<file path="config.mk">
export PLATFORM = sky130hd
export DESIGN_NAME = spi_xip_bridge_flat
export DESIGN_NICKNAME = d
export VERILOG_FILES = /design/src/rtl/spi_xip_pkg.sv /design/src/rtl/spi_xip_bridge_if.sv /design/src/rtl/spi_xip_apb_master.sv /design/src/rtl/spi_xip_bridge.sv /design/src/flat_wrapper.sv
export SDC_FILE = /design/constraint.sdc
export NUM_CORES = 1
export LEC_CHECK = 0
export ABC_CLOCK_PERIOD_IN_PS = 5900
export BUFFER_PORTS_ARGS = -buffer_cell sky130_fd_sc_hd__clkbuf_2
export CORE_AREA = 2 2 106 108
export DETAILED_ROUTE_END_ITERATION = 10
export DIE_AREA = 0 0 108 110
export GPL_TIMING_DRIVEN = 0
export PLACE_DENSITY = 0.85
export SLEW_MARGIN = 30
export SYNTH_ARGS = -nofsm -noshare
export SYNTH_HDL_FRONTEND = slang
export SYNTH_SLANG_ARGS = --single-unit
</file>
<file path="constraint.sdc">
create_clock -name clk -period 5.9 [get_ports clk]
set_input_delay 0.295 -clock clk [delete_from_list [all_inputs] [get_ports clk]]
set_output_delay 0.295 -clock clk [all_outputs]
set_load 0.05 [all_outputs]
</file>
<file path="src/rtl/spi_xip_pkg.sv">
// rtl/spi_xip_pkg.sv - shared constants, state encoding and helpers for the SPI XIP bridge
package spi_xip_pkg;
  localparam logic [31:0] FLASH_BASE  = 32'h3000_0000;
  localparam logic [31:0] FLASH_END   = 32'h3fff_ffff;
  localparam logic [15:0] SPI_DIV     = 16'h0001;
  localparam logic [7:0]  SPI_SS_MASK = 8'h01;

  localparam logic [31:0] REG_RX0     = 32'h00;
  localparam logic [31:0] REG_TX0     = 32'h00;
  localparam logic [31:0] REG_TX1     = 32'h04;
  localparam logic [31:0] REG_CTRL    = 32'h10;
  localparam logic [31:0] REG_DIVIDER = 32'h14;
  localparam logic [31:0] REG_SS      = 32'h18;

  localparam logic [31:0] CTRL_XIP      = 32'h0000_2540;
  localparam logic [7:0]  FLASH_READ_OP = 8'h03;
  localparam int          CTRL_GO_BSY   = 8;

  typedef enum logic [3:0] {
    IDLE, PASS, ERR, W_TX1, W_DIV, W_SS, W_CTRL, R_POLL, R_RX, RESP
  } state_t;

  function automatic logic in_window(input logic [31:0] addr);
    return (addr >= FLASH_BASE) && (addr <= FLASH_END);
  endfunction

  // First byte shifted in lands in rx[31:24]; upstream expects it in the low byte.
  function automatic logic [31:0] byte_swap(input logic [31:0] w);
    return {w[7:0], w[15:8], w[23:16], w[31:24]};
  endfunction
endpackage

</file>
<file path="src/rtl/spi_xip_bridge_if.sv">
// rtl/spi_xip_bridge_if.sv - APB bus bundle used for both the upstream and downstream sides
interface spi_xip_bridge_if;
  logic [31:0] paddr;
  logic        psel;
  logic        penable;
  logic        pwrite;
  logic [31:0] pwdata;
  logic [3:0]  pstrb;
  logic [2:0]  pprot;
  logic        pready;
  logic [31:0] prdata;
  logic        pslverr;

  modport master (output paddr, psel, penable, pwrite, pwdata, pstrb, pprot,
                  input  pready, prdata, pslverr);
  modport slave  (input  paddr, psel, penable, pwrite, pwdata, pstrb, pprot,
                  output pready, prdata, pslverr);
endinterface

</file>
<file path="src/rtl/spi_xip_apb_master.sv">
// rtl/spi_xip_apb_master.sv - single-transfer APB master; a start on the done cycle chains the next setup
import spi_xip_pkg::*;

module spi_xip_apb_master (
  input  logic                    clk,
  input  logic                    rst,
  input  logic                    start,
  input  logic [31:0]             addr,
  input  logic [31:0]             wdata,
  input  logic                    write,
  input  logic [3:0]              strb,
  input  logic [2:0]              prot,
  output logic                    done,
  output logic [31:0]             rdata,
  output logic                    err,
  spi_xip_bridge_if.master        bus
);
  typedef enum logic [1:0] {M_IDLE, M_SETUP, M_ACCESS} mstate_t;

  mstate_t     state, state_nxt;
  logic [31:0] addr_q, wdata_q;
  logic        write_q;
  logic [3:0]  strb_q;
  logic [2:0]  prot_q;
  logic        accept;

  assign done   = (state == M_ACCESS) && bus.pready;
  assign err    = done && bus.pslverr;
  assign rdata  = bus.prdata;
  assign accept = start && ((state == M_IDLE) || done);

  always_ff @(posedge clk or posedge rst) begin
    if (rst) begin
      state   <= M_IDLE;
      addr_q  <= '0;
      wdata_q <= '0;
      write_q <= 1'b0;
      strb_q  <= '0;
      prot_q  <= '0;
    end else begin
      state <= state_nxt;
      if (accept) begin
        addr_q  <= addr;
        wdata_q <= wdata;
        write_q <= write;
        strb_q  <= strb;
        prot_q  <= prot;
      end
    end
  end

  always_comb begin
    state_nxt = state;
    case (state)
      M_IDLE:   if (start) state_nxt = M_SETUP;
      M_SETUP:  state_nxt = M_ACCESS;
      M_ACCESS: if (bus.pready) state_nxt = start ? M_SETUP : M_IDLE;
      default:  state_nxt = M_IDLE;
    endcase
  end

  assign bus.psel    = (state != M_IDLE);
  assign bus.penable = (state == M_ACCESS);
  assign bus.paddr   = addr_q;
  assign bus.pwdata  = wdata_q;
  assign bus.pwrite  = write_q;
  assign bus.pstrb   = strb_q;
  assign bus.pprot   = prot_q;
endmodule

</file>
<file path="src/rtl/spi_xip_bridge.sv">
// rtl/spi_xip_bridge.sv - APB pass-through bridge running flash-window reads as SPI READ transfers; SPI_XIP_CACHE_EN adds a one-word buffer
import spi_xip_pkg::*;

module spi_xip_bridge (
  input  logic              clk,
  input  logic              rst,
  spi_xip_bridge_if.slave   in_bus,
  spi_xip_bridge_if.master  spi_bus
);
  state_t      state, state_nxt;
  logic [31:0] resp_data, resp_data_nxt;
  logic        resp_err, resp_err_nxt;
  logic        m_start, m_write, m_done, m_err;
  logic [31:0] m_addr, m_wdata, m_rdata;
  logic [3:0]  m_strb;
  logic [2:0]  m_prot;
  logic        up_pready, up_pslverr;
  logic [31:0] up_prdata;
  logic        hit;
  logic [31:0] hit_data;

  spi_xip_apb_master u_master (
    .clk(clk), .rst(rst), .start(m_start), .addr(m_addr), .wdata(m_wdata),
    .write(m_write), .strb(m_strb), .prot(m_prot), .done(m_done),
    .rdata(m_rdata), .err(m_err), .bus(spi_bus)
  );

  always_ff @(posedge clk or posedge rst) begin
    if (rst) begin
      state     <= IDLE;
      resp_data <= '0;
      resp_err  <= 1'b0;
    end else begin
      state     <= state_nxt;
      resp_data <= resp_data_nxt;
      resp_err  <= resp_err_nxt;
    end
  end

  always_comb begin
    state_nxt     = state;
    resp_data_nxt = resp_data;
    resp_err_nxt  = resp_err;
    m_start = 1'b0;
    m_addr  = '0;
    m_wdata = '0;
    m_write = 1'b0;
    m_strb  = 4'hf;
    m_prot  = 3'b000;
    up_pready  = 1'b0;
    up_prdata  = '0;
    up_pslverr = 1'b0;
    case (state)
      IDLE: if (in_bus.psel) begin
        if (!in_window(in_bus.paddr)) begin
          state_nxt = PASS;
          m_start = 1'b1;
          m_addr  = in_bus.paddr;
          m_wdata = in_bus.pwdata;
          m_write = in_bus.pwrite;
          m_strb  = in_bus.pstrb;
          m_prot  = in_bus.pprot;
        end else if (in_bus.pwrite) begin
          state_nxt = ERR;
        end else if (hit) begin
          state_nxt     = RESP;
          resp_data_nxt = hit_data;
          resp_err_nxt  = 1'b0;
        end else begin
          state_nxt = W_TX1;
          m_start = 1'b1;
          m_addr  = REG_TX1;
          m_wdata = {FLASH_READ_OP, in_bus.paddr[23:2], 2'b00};
          m_write = 1'b1;
        end
      end
      PASS: if (m_done) begin
        state_nxt     = RESP;
        resp_data_nxt = m_rdata;
        resp_err_nxt  = m_err;
      end
      ERR: if (in_bus.psel && in_bus.penable) begin
        up_pready  = 1'b1;
        up_pslverr = 1'b1;
        state_nxt  = IDLE;
      end
      W_TX1, W_DIV, W_SS, W_CTRL, R_POLL, R_RX: if (m_done) begin
        if (m_err) begin
          state_nxt     = RESP;
          resp_data_nxt = '0;
          resp_err_nxt  = 1'b1;
        end else begin
          m_start = (state != R_RX);
          m_write = (state == W_TX1) || (state == W_DIV) || (state == W_SS);
          case (state)
            W_TX1:  begin state_nxt = W_DIV;  m_addr = REG_DIVIDER; m_wdata = {16'h0, SPI_DIV}; end
            W_DIV:  begin state_nxt = W_SS;   m_addr = REG_SS;      m_wdata = {24'h0, SPI_SS_MASK}; end
            W_SS:   begin state_nxt = W_CTRL; m_addr = REG_CTRL;    m_wdata = CTRL_XIP; end
            W_CTRL: begin state_nxt = R_POLL; m_addr = REG_CTRL; end
            R_POLL: begin
              state_nxt = m_rdata[CTRL_GO_BSY] ? R_POLL : R_RX;
              m_addr    = m_rdata[CTRL_GO_BSY] ? REG_CTRL : REG_RX0;
            end
            default: begin
              state_nxt     = RESP;
              resp_data_nxt = byte_swap(m_rdata);
              resp_err_nxt  = 1'b0;
            end
          endcase
        end
      end
      RESP: if (in_bus.psel && in_bus.penable) begin
        up_pready  = 1'b1;
        up_prdata  = resp_data;
        up_pslverr = resp_err;
        state_nxt  = IDLE;
      end
      default: state_nxt = IDLE;
    endcase
  end

  assign in_bus.pready  = up_pready;
  assign in_bus.prdata  = up_prdata;
  assign in_bus.pslverr = up_pslverr;

`ifdef SPI_XIP_CACHE_EN
  logic        cache_valid;
  logic [29:0] cache_tag, addr_q;
  logic [31:0] cache_data;
  logic        fill, inval;

  assign hit      = cache_valid && (cache_tag == in_bus.paddr[31:2]);
  assign hit_data = cache_data;
  assign fill     = (state == R_RX) && m_done && !m_err;
  // Pass-through writes may reprogram the controller, so the buffered word is no longer trusted.
  assign inval    = ((state == IDLE) && in_bus.psel && in_bus.pwrite && !in_window(in_bus.paddr)) ||
                    (m_done && m_err && (state inside {W_TX1, W_DIV, W_SS, W_CTRL, R_POLL, R_RX}));

  always_ff @(posedge clk or posedge rst) begin
    if (rst) begin
      cache_valid <= 1'b0;
      cache_tag   <= '0;
      cache_data  <= '0;
      addr_q      <= '0;
    end else begin
      if ((state == IDLE) && (state_nxt == W_TX1)) addr_q <= in_bus.paddr[31:2];
      if (inval) begin
        cache_valid <= 1'b0;
      end else if (fill) begin
        cache_valid <= 1'b1;
        cache_tag   <= addr_q;
        cache_data  <= resp_data_nxt;
      end
    end
  end
`else
  assign hit      = 1'b0;
  assign hit_data = '0;
`endif
endmodule

</file>
<file path="src/flat_wrapper.sv">
// flat-port wrapper written by rule: the top's interface ports become plain ports
module spi_xip_bridge_flat 
  (clk, rst, in_bus_paddr, in_bus_psel, in_bus_penable, in_bus_pwrite, in_bus_pwdata, in_bus_pstrb, in_bus_pprot, in_bus_pready, in_bus_prdata, in_bus_pslverr, spi_bus_paddr, spi_bus_psel, spi_bus_penable, spi_bus_pwrite, spi_bus_pwdata, spi_bus_pstrb, spi_bus_pprot, spi_bus_pready, spi_bus_prdata, spi_bus_pslverr);
  spi_xip_bridge_if in_bus_i ();
  spi_xip_bridge_if spi_bus_i ();
  input  logic clk;
  input  logic rst;
  input wire logic [$bits(in_bus_i.paddr)-1:0] in_bus_paddr;
  input wire logic [$bits(in_bus_i.psel)-1:0] in_bus_psel;
  input wire logic [$bits(in_bus_i.penable)-1:0] in_bus_penable;
  input wire logic [$bits(in_bus_i.pwrite)-1:0] in_bus_pwrite;
  input wire logic [$bits(in_bus_i.pwdata)-1:0] in_bus_pwdata;
  input wire logic [$bits(in_bus_i.pstrb)-1:0] in_bus_pstrb;
  input wire logic [$bits(in_bus_i.pprot)-1:0] in_bus_pprot;
  output wire logic [$bits(in_bus_i.pready)-1:0] in_bus_pready;
  output wire logic [$bits(in_bus_i.prdata)-1:0] in_bus_prdata;
  output wire logic [$bits(in_bus_i.pslverr)-1:0] in_bus_pslverr;
  output wire logic [$bits(spi_bus_i.paddr)-1:0] spi_bus_paddr;
  output wire logic [$bits(spi_bus_i.psel)-1:0] spi_bus_psel;
  output wire logic [$bits(spi_bus_i.penable)-1:0] spi_bus_penable;
  output wire logic [$bits(spi_bus_i.pwrite)-1:0] spi_bus_pwrite;
  output wire logic [$bits(spi_bus_i.pwdata)-1:0] spi_bus_pwdata;
  output wire logic [$bits(spi_bus_i.pstrb)-1:0] spi_bus_pstrb;
  output wire logic [$bits(spi_bus_i.pprot)-1:0] spi_bus_pprot;
  input wire logic [$bits(spi_bus_i.pready)-1:0] spi_bus_pready;
  input wire logic [$bits(spi_bus_i.prdata)-1:0] spi_bus_prdata;
  input wire logic [$bits(spi_bus_i.pslverr)-1:0] spi_bus_pslverr;
  assign in_bus_i.paddr = in_bus_paddr;
  assign in_bus_i.psel = in_bus_psel;
  assign in_bus_i.penable = in_bus_penable;
  assign in_bus_i.pwrite = in_bus_pwrite;
  assign in_bus_i.pwdata = in_bus_pwdata;
  assign in_bus_i.pstrb = in_bus_pstrb;
  assign in_bus_i.pprot = in_bus_pprot;
  assign in_bus_pready = in_bus_i.pready;
  assign in_bus_prdata = in_bus_i.prdata;
  assign in_bus_pslverr = in_bus_i.pslverr;
  assign spi_bus_paddr = spi_bus_i.paddr;
  assign spi_bus_psel = spi_bus_i.psel;
  assign spi_bus_penable = spi_bus_i.penable;
  assign spi_bus_pwrite = spi_bus_i.pwrite;
  assign spi_bus_pwdata = spi_bus_i.pwdata;
  assign spi_bus_pstrb = spi_bus_i.pstrb;
  assign spi_bus_pprot = spi_bus_i.pprot;
  assign spi_bus_i.pready = spi_bus_pready;
  assign spi_bus_i.prdata = spi_bus_prdata;
  assign spi_bus_i.pslverr = spi_bus_pslverr;
  spi_xip_bridge u_core (.clk(clk), .rst(rst), .in_bus(in_bus_i), .spi_bus(spi_bus_i));
endmodule
</file>
==> reports/qor.json <==
{
  "status": {"value": "complete, no violations"},
  "antenna_left": {"value": 0},
  "cts_root_buffer": {"value": "clkbuf_8"},
  "final_nets": {"value": 967},
  "total_leakage_power": {"value": 0.003430, "unit": "uW"},
  "cts_tree": {"value": "yes"},
  "report.final.slew_viol_count": {"value": 0},
  "vias": {"value": 5493},
  "number_of_synthesized_flops_with_an_enable_pin": {"value": 0},
  "grt_first_pass_wirelength": {"value": 25640, "unit": "um"},
  "grt_setup_unrepaired": {"value": "no"},
  "pin_count": {"value": 218},
  "worst-slew-pin-transition": {"value": 559.2, "unit": "ps"},
  "worstPathMaxFanout": {"value": 10},
  "grt_usage": {"value": 27.59, "unit": "%"},
  "post-cts-setup-buffer-count": {"value": 0},
  "ctsHtreeMaxLevel": {"value": 3},
  "clk_latency": {"value": 370, "unit": "ps"},
  "post_synthesis_cell_type_with_the_largest_combined_area": {"value": "dfrtp_1"},
  "floorplan.core_area": {"value": 10700, "unit": "um2"},
  "route.detailed.drc": {"value": 0},
  "min_path_type": {"value": "in2reg"},
  "finalCritPeriodShare": {"value": 48.43, "unit": "%"},
  "worstSetupStartpointType": {"value": "register"},
  "endpoint_kind": {"value": "primary output"},
  "yosys_warnings": {"value": 0},
  "seq_area_frac_synth": {"value": 49.91, "unit": "%"},
  "setup_viol_count_final": {"value": 0},
  "layout.cells.most_common_list": {"value": "clkbuf_2, nand2_1, dfrtp_1"},
  "final-hold-violation-count": {"value": 0},
  "layout-drive-gt1-share": {"value": 33.33, "unit": "%"},
  "grt_start_max_net_pins": {"value": 57},
  "fp.dieH": {"value": 110, "unit": "um"},
  "mean_area_per_synthesized_cell": {"value": 8.876, "unit": "um2"},
  "dpl_cell_area": {"value": 6857, "unit": "um2"},
  "routed_via_density": {"value": 5.488},
  "mappedNetlistArea": {"value": 5565, "unit": "um2"},
  "insertedDiodeCount": {"value": 0},
  "drt-pass1-iter-count": {"value": 5},
  "timing.setup.critical_path_class": {"value": "reg2out"},
  "postSynth.asyncResetShare": {"value": 100.0, "unit": "%"},
  "drt-initial-drc-count": {"value": 483},
  "hpwl": {"value": 12620, "unit": "um"},
  "clock_skew": {"value": 13.44, "unit": "ps"},
  "syn-instance-count": {"value": 627},
  "layout.cells.non_filler": {"value": 1001},
  "routedWlPerCell": {"value": 16.39, "unit": "um"},
  "clk_pin_slew_worst_paths": {"value": 120, "unit": "ps"},
  "ys_seq_elements": {"value": 111},
  "critical_path_required": {"value": 5610, "unit": "ps"},
  "netlist_top_cells_area": {"value": "dfrtp_1, nand2_1, o21ai_0"},
  "wl": {"value": 16410, "unit": "um"},
  "synth_ff_type": {"value": "dfrtp_1"},
  "timing.setup.tns": {"value": 0, "unit": "ps"},
  "postLayoutCellArea": {"value": 7081, "unit": "um2"},
  "flow.area_growth_from_synthesis": {"value": 27.23, "unit": "%"},
  "drv.max_cap_violation_count": {"value": 0},
  "portBuffers": {"value": 216},
  "number_of_antenna_violations_at_the_first_check_in_global_routing": {"value": 0},
  "first_global_vias": {"value": 5143},
  "rows": {"value": 38},
  "period_minus_slack": {"value": 2857, "unit": "ps"},
  "ys_types": {"value": 51},
  "slew-limit-headroom": {"value": 62.72, "unit": "%"},
  "clockBufferDepth": {"value": 2},
  "initial_core_util": {"value": 52.02, "unit": "%"},
  "tritoncts.num_buffers": {"value": 9},
  "final_common_cell": {"value": "clkbuf_2"},
  "place_inst": {"value": 984},
  "gp_congestion": {"value": 0.8971},
  "mappedNetlistNets": {"value": 738},
  "chipWidth": {"value": 108, "unit": "um"},
  "worstPathArrival": {"value": 2560, "unit": "ps"},
  "worst_voltage_drop_across_the_vdd_grid": {"value": 276.6, "unit": "uV"},
  "die_outline_area": {"value": 11880, "unit": "um2"},
  "globalRoute.totalOverflow": {"value": 0},
  "totalPowerFinal": {"value": 3187, "unit": "uW"},
  "synth_top_cell_area_share": {"value": 49.91, "unit": "%"},
  "clock.fmax": {"value": 0.3500, "unit": "GHz"},
  "clock-sinks": {"value": 111},
  "power_per_cell_area": {"value": 450.1, "unit": "nW/um2"}
}
## cell type report
class	instances	area (um2)
fill	949	3617
sequential	111	2778
multi-input combinational	458	2497
timing repair buffer	218	1119
buffer	52	267.8
tap	140	175.2
clock buffer	10	137.6
clock inverter	6	76.32
inverter	6	30.03
## kinds of logic (layout without fill, tap and decap cells)
family                     count (synthesis)  after routing  share of synthesized area [%]
adders and majority gates                  1              1                         0.2248
DFF                                      111            111                          49.91
AOI/OAI and AO/OA                        191            191                          20.10
muxes                                      9              9                          2.001
and+or+nand+nor                          257            257                          22.55
buffers and inverters                     58            292                          5.216
## metrics by stage
step | util, % | hold WS [ps] | setup slack, ps
after floorplan | - | 431.0 | 2674
after global placement | 63.77 | 460.6 | 1415
after detailed placement | 64.09 | 339.8 | 3327
after CTS | 66.19 | 121.3 | 3051
after global routing | 66.19 | 129.5 | 2808
final | 66.19 | 131.0 | 3043
## power by group
part / internal [uW] / switching (uW)
combinational: 384 / 1120
sequential: 1040 / 152
clock: 216 / 276
## final timing paths
check | cells after the start | end | startpoint | slack [ps]
worst max-delay path | 7 | in_bus_prdata[8] | u_core.state[0]$_DFFE_PP0P_ | 3040
worst min-delay path | 3 | u_core.u_master.bus.paddr[0]$_DFFE_PP0P_ | in_bus_paddr[0] | 130
worst max register to register | 8 | u_core.u_master.bus.paddr[15]$_DFFE_PP0P_ | u_core.state[0]$_DFFE_PP0P_ | 3630
worst min register to register | 2 | u_core.u_master.bus.paddr[27]$_DFFE_PP0P_ | u_core.u_master.bus.paddr[27]$_DFFE_PP0P_ | 490
max in group asynchronous | 4 | u_core.u_master.bus.pwdata[10]$_DFFE_PP0P_ | rst | 4820
min in group asynchronous | 3 | u_core.u_master.bus.paddr[24]$_DFFE_PP0P_ | rst | 480
## flip-flops by register name (all words and copies together) (netlist names)
register and cells:
u_core.resp_err 1, u_core.u_master.state 2, u_core.u_master.bus.paddr 32, u_core.u_master.bus.pstrb 4, u_core.resp_data 32, u_core.u_master.bus.pprot 3
u_core.u_master.bus.pwdata 32, u_core.u_master.bus.pwrite 1, u_core.state 4
## what timing repair did
action | in CTS | in global routing
gates resized for setup | 0 | 0
hold buffers | 1 | 0
endpoints found under the hold margin | 55 | 0
## cells in the mapped netlist, drive strengths merged, types with 6 or more instances
| master | n |
|---|---|
| a31oi | 34 |
| o21ai | 77 |
| mux2 | 7 |
| nor2 | 45 |
| a21oi | 48 |
| a22oi | 20 |
| clkbuf | 24 |
| inv | 6 |
| nor2b | 37 |
| and2 | 32 |
| nand2 | 116 |
| buf | 28 |
| dfrtp | 111 |
## worst max-delay path, cell delays in order (launching register included)
cell      delay, ps
dfrtp_1         360
buf_2           200
clkbuf_1        340
nand2_1         130
nor2_1          290
clkbuf_1        360
and2_1          230
clkbuf_2        290
## metal layers
layer | share of wire, % | vias to the layer above | track usage, %
li1 | - | 2606 | -
met1 | 41 | 2596 | 36.27
met2 | 49 | 258 | 46.05
met3 | 7.8 | 33 | 5.291
met4 | 2.4 | 0 | 9.707
met5 | 0 | - | 0
No activity file was read; power rests on OpenSTA's default activity.
